File: src/rtl/ofdm_cp_remove.sv
// Cyclic-prefix remover: drops the CP_LEN prefix of each OFDM symbol and frames the
// N_FFT body samples as one Avalon-ST packet per symbol, tagged with the symbol index.
module ofdm_cp_remove #(
    parameter int unsigned N_FFT  = 64,
    parameter int unsigned CP_LEN = 16
) (
    input  logic        clock_clk,
    input  logic        reset_reset,
    input  logic [31:0] asi_in0_data,
    input  logic        asi_in0_valid,
    input  logic        asi_in0_startofpacket,
    input  logic        asi_in0_endofpacket,
    output logic [31:0] aso_out0_data,
    output logic        aso_out0_valid,
    output logic        aso_out0_startofpacket,
    output logic        aso_out0_endofpacket,
    output logic [7:0]  aso_out0_channel,
    output logic        frame_error
);

    localparam int unsigned MaxLen = (N_FFT > CP_LEN) ? N_FFT : CP_LEN;
    localparam int unsigned CntW   = $clog2(MaxLen) + 1;

    localparam logic [CntW-1:0] CpLast   = CntW'(CP_LEN - 1);
    localparam logic [CntW-1:0] BodyLast = CntW'(N_FFT - 1);

    typedef enum logic [1:0] {StIdle, StCp, StBody} state_e;

    state_e          state_q, state_d;
    logic [CntW-1:0] cnt_q, cnt_d;
    logic [7:0]      sym_q, sym_d;
    logic [31:0]     data_q, data_d;
    logic [7:0]      chan_q, chan_d;
    logic            vld_q, vld_d;
    logic            sop_q, sop_d;
    logic            eop_q, eop_d;
    logic            err_q, err_d;

    always_comb begin
        state_d = state_q;
        cnt_d   = cnt_q;
        sym_d   = sym_q;
        data_d  = data_q;
        chan_d  = chan_q;
        vld_d   = 1'b0;
        sop_d   = 1'b0;
        eop_d   = 1'b0;
        err_d   = 1'b0;

        if (asi_in0_valid) begin
            // A SOP sample (from any state) is CP sample 0 of a fresh burst; a SOP+EOP
            // sample can never start a burst and collapses to an error back in idle.
            if (asi_in0_startofpacket) begin
                err_d = (state_q != StIdle) || asi_in0_endofpacket;
                sym_d = 8'd0;
                if (asi_in0_endofpacket) begin
                    state_d = StIdle;
                    cnt_d   = '0;
                end else if (CP_LEN == 1) begin
                    state_d = StBody;
                    cnt_d   = '0;
                end else begin
                    state_d = StCp;
                    cnt_d   = CntW'(1);
                end
            end else begin
                case (state_q)
                    StCp: begin
                        if (asi_in0_endofpacket) begin
                            err_d   = 1'b1;
                            state_d = StIdle;
                            cnt_d   = '0;
                            sym_d   = 8'd0;
                        end else if (cnt_q == CpLast) begin
                            state_d = StBody;
                            cnt_d   = '0;
                        end else begin
                            cnt_d = cnt_q + CntW'(1);
                        end
                    end
                    StBody: begin
                        vld_d  = 1'b1;
                        data_d = asi_in0_data;
                        chan_d = sym_q;
                        sop_d  = (cnt_q == '0);
                        eop_d  = (cnt_q == BodyLast) || asi_in0_endofpacket;
                        if (asi_in0_endofpacket) begin
                            err_d   = (cnt_q != BodyLast);
                            state_d = StIdle;
                            cnt_d   = '0;
                            sym_d   = 8'd0;
                        end else if (cnt_q == BodyLast) begin
                            state_d = StCp;
                            cnt_d   = '0;
                            sym_d   = sym_q + 8'd1;
                        end else begin
                            cnt_d = cnt_q + CntW'(1);
                        end
                    end
                    default: ;
                endcase
            end
        end
    end

    always_ff @(posedge clock_clk or posedge reset_reset) begin
        if (reset_reset) begin
            state_q <= StIdle;
            cnt_q   <= '0;
            sym_q   <= 8'd0;
            data_q  <= 32'd0;
            chan_q  <= 8'd0;
            vld_q   <= 1'b0;
            sop_q   <= 1'b0;
            eop_q   <= 1'b0;
            err_q   <= 1'b0;
        end else begin
            state_q <= state_d;
            cnt_q   <= cnt_d;
            sym_q   <= sym_d;
            data_q  <= data_d;
            chan_q  <= chan_d;
            vld_q   <= vld_d;
            sop_q   <= sop_d;
            eop_q   <= eop_d;
            err_q   <= err_d;
        end
    end

    assign aso_out0_data          = data_q;
    assign aso_out0_valid         = vld_q;
    assign aso_out0_startofpacket = sop_q;
    assign aso_out0_endofpacket   = eop_q;
    assign aso_out0_channel       = chan_q;
    assign frame_error            = err_q;

endmodule
File: config.mk
export PLATFORM = sky130hd
export DESIGN_NAME = ofdm_cp_remove
export DESIGN_NICKNAME = d
export VERILOG_FILES = /design/src/rtl/ofdm_cp_remove.sv
export SDC_FILE = /design/constraint.sdc
export NUM_CORES = 1
export LEC_CHECK = 0
export BUFFER_PORTS_ARGS = -buffer_cell sky130_fd_sc_hd__buf_2
export CAP_MARGIN = 5
export CORE_MARGIN = 10
export CORE_UTILIZATION = 51
export DETAILED_ROUTE_END_ITERATION = 10
export PLACE_DENSITY = 0.78
export SLEW_MARGIN = 15
export SYNTH_ARGS = -nofsm -noshare
export SYNTH_HDL_FRONTEND = slang
export SYNTH_SLANG_ARGS = --single-unit
File: constraint.sdc
create_clock -name clock_clk -period 2.5 [get_ports clock_clk]
set_input_delay 0.5 -clock clock_clk [delete_from_list [all_inputs] [get_ports clock_clk]]
set_output_delay 0.5 -clock clock_clk [all_outputs]
set_load 0.02 [all_outputs]
==> results.json <==
{
  "grt_max_degree": 43,
  "die_w_um": 93.5,
  "dp_hpwl_um": 4820,
  "wirelength_um": 6590,
  "synth_edf_count": 0,
  "endpoint_kind": "register",
  "worst_ep_required_time_ps": 2710,
  "p_sw_share_pct": 36.3,
  "insertion_delay_ps": 330,
  "power_density_nw_per_um2": 886,
  "yosys_register_bits": 61,
  "fmax_mhz": 474,
  "grt.total_usage_pct": 15.7,
  "ant_nets": 0,
  "core_area_um2": 5170,
  "power_frac_comb_pct": 30.7,
  "peakVddDrop_v": 0.000488,
  "arrival_ps": 2320,
  "initial_utilization_pct": 53.3,
  "via_per_inst": 5.15,
  "tritoncts": "yes",
  "grt-ovfl-total": 0,
  "cts-root-buf": "clkbuf_8",
  "antenna_found_initial": 0,
  "ios": 81,
  "clk_pin_slew_ps": 70,
  "syn_inst": 295,
  "synth_cell_type_count": 39,
  "drive_above_1_share_pct": 30.6,
  "min_period_ps": 2110,
  "synth.avg_cell_area_um2": 9.34,
  "met2_usage_pct": 24.2,
  "cts_resized": 0,
  "grt_pass1_wl_um": 11200,
  "fin_crit_sh_pct": 84.3,
  "design.die.area_um2": 8740,
  "synth_fp_nets": 338,
  "cts_sinks": 61,
  "synth-async-reset-ratio_pct": 100,
  "die_height_um": 93.5,
  "hold_viol": 0,
  "cts.path.max_buffers": 2,
  "grt_util_met3_pct": 6.24,
  "wire_per_inst_um": 14.6,
  "nets": 420,
  "hp-class": "in2async",
  "dr.first_iter.drc_count": 85,
  "portBuffers": 80,
  "power_leakage_nw": 1.83,
  "n_antenna_cell": 0,
  "yosys.area.top_type": "dfrtp_1",
  "yosysMostFrequentCell": "nand2_1",
  "post_cts_buffers": 0,
  "relSlewSlack_pct": 54.7,
  "synthTopCellsByArea": "dfrtp_1, nand2_1, mux2_2",
  "internal_power_mw": 1.91,
  "syn_area_um2": 2760,
  "rsz0062_at_grt": "false",
  "cp_max_fo": 13,
  "synth_ff_type": "dfrtp_1",
  "final_util_pct": 65.6,
  "tightest_slew_ps": 679,
  "finClkSkew_ps": 4.88,
  "first_global_vias": 2407,
  "area_growth_pct": 23.1,
  "gr-usage-met1_pct": 18.9,
  "rows": 26,
  "synthTopCellsByCount": "nand2_1, dfrtp_1, nor2_1",
  "ys_seq_area_share_pct": 55.4,
  "htreeDepth": 3,
  "fill_cells": 439,
  "firstDrtPassIters": 4,
  "cts-hold-fix-buffers": 0,
  "cp-start-kind": "register",
  "vias": 2326,
  "setup_viol": 0,
  "drcViolationCount": 0,
  "final_max_slew_viol_count": 0,
  "status": "finished, final reports clean",
  "tns_ps": 0,
  "busiest_layer": "met2",
  "crit_type": "reg2reg",
  "numCtsBuffers": 9,
  "pwr-share-clk_pct": 24.8,
  "synth.top_cell.area_share_pct": 55.4,
  "gp_congestion": 0.896,
  "drv_cap": 0,
  "ys_warn_count": 0,
  "switchingPower_mw": 1.09,
  "seqPwrFrac_pct": 44.5
}
metal layers:
metal  vias up  wire [µm]
met5         -          0
met4         0        102
met3         9        629
met2        94       2880
met1      1075       2970
li1       1148          -
final timing paths:
kind                                               startpoint                       endpoint  slack (ps)  cells past startpoint
worst max-delay path                   state_q[0]$_DFFE_PP0P_           sym_q[0]$_DFFE_PP0P_         390                      6
worst min-delay path                              reset_reset  aso_out0_data[28]$_DFFE_PP0P_         270                      2
worst max register to register         state_q[0]$_DFFE_PP0P_           sym_q[0]$_DFFE_PP0P_         390                      6
worst min register to register  aso_out0_data[27]$_DFFE_PP0P_  aso_out0_data[27]$_DFFE_PP0P_         470                      2
max in group asynchronous                         reset_reset           sym_q[4]$_DFFE_PP0P_        1560                      3
min in group clock_clk                       asi_in0_data[19]  aso_out0_data[19]$_DFFE_PP0P_         360                      3
worst max-delay path, cell delays in order (launching register included):
cell	delay [ps]
dfrtp_1	390
inv_1	80
ha_1	330
mux2_2	350
o21ai_2	400
nor2_1	150
mux2_2	300
flip-flops by register name, indices dropped and copies added, names as in the netlist:
name,cells
aso_out0_channel,8
aso_out0_data,32
aso_out0_endofpacket,1
aso_out0_startofpacket,1
aso_out0_valid,1
cnt_q,7
frame_error,1
state_q,2
sym_q,8
power groups by stage:
stage / registers (mW) / logic [mW] / clock network (mW)
2_1_floorplan: 1.62 / 0.305 / 0
3_3_place_gp: 1.34 / 0.914 / 0
3_5_place_dp: 1.35 / 0.935 / 0
4_1_cts: 1.33 / 0.942 / 0.767
5_1_grt: 1.36 / 1.03 / 0.810
6_report: 1.33 / 0.923 / 0.745
cells in the final DEF, fill, tap and decap left out, drive strengths merged, types with 8 or more instances in the layout:
cell,instances
o21ai,11
buf,86
dfrtp,61
a21oi,8
nand3,10
clkbuf,12
nand2,109
inv,8
o31ai,8
nor2,12
mux2,9
logic make-up (layout without fill, tap and decap cells):
family	after synthesis	count (layout)	synth area share, %
buf+inv	24	111	4.09
fa+ha+maj	6	6	2.72
compound gates	40	40	9.45
mux	11	11	4.41
simple gates	153	153	23.9
flops	61	61	55.4
per-stage QoR:
step                      instance area (µm²)  power [mW]  hold WS [ps]  instances  setup WS, ps
after global routing                     3390        3.20           325        452           210
after CTS                                3390        3.04           290        452           407
final                                    3390        3.00           268        452           391
after detailed placement                 3220        2.29           457        436           446
after global placement                   3220        2.26           452        436           538
after floorplan                          2760        1.93           452        295           487
cell type report:
type                       count  area, µm²  share of cell area [%]
clock inverter                 4       23.8                   0.701
clock buffer                  12        145                    4.28
multi-input combinational    210       1120                    32.9
inverter                       9       33.8                   0.996
tap                           70       87.6                    2.58
timing repair buffer          86        458                    13.5
sequential                    61       1530                    45.0
Note: power is estimated with default switching activity, not from simulation.
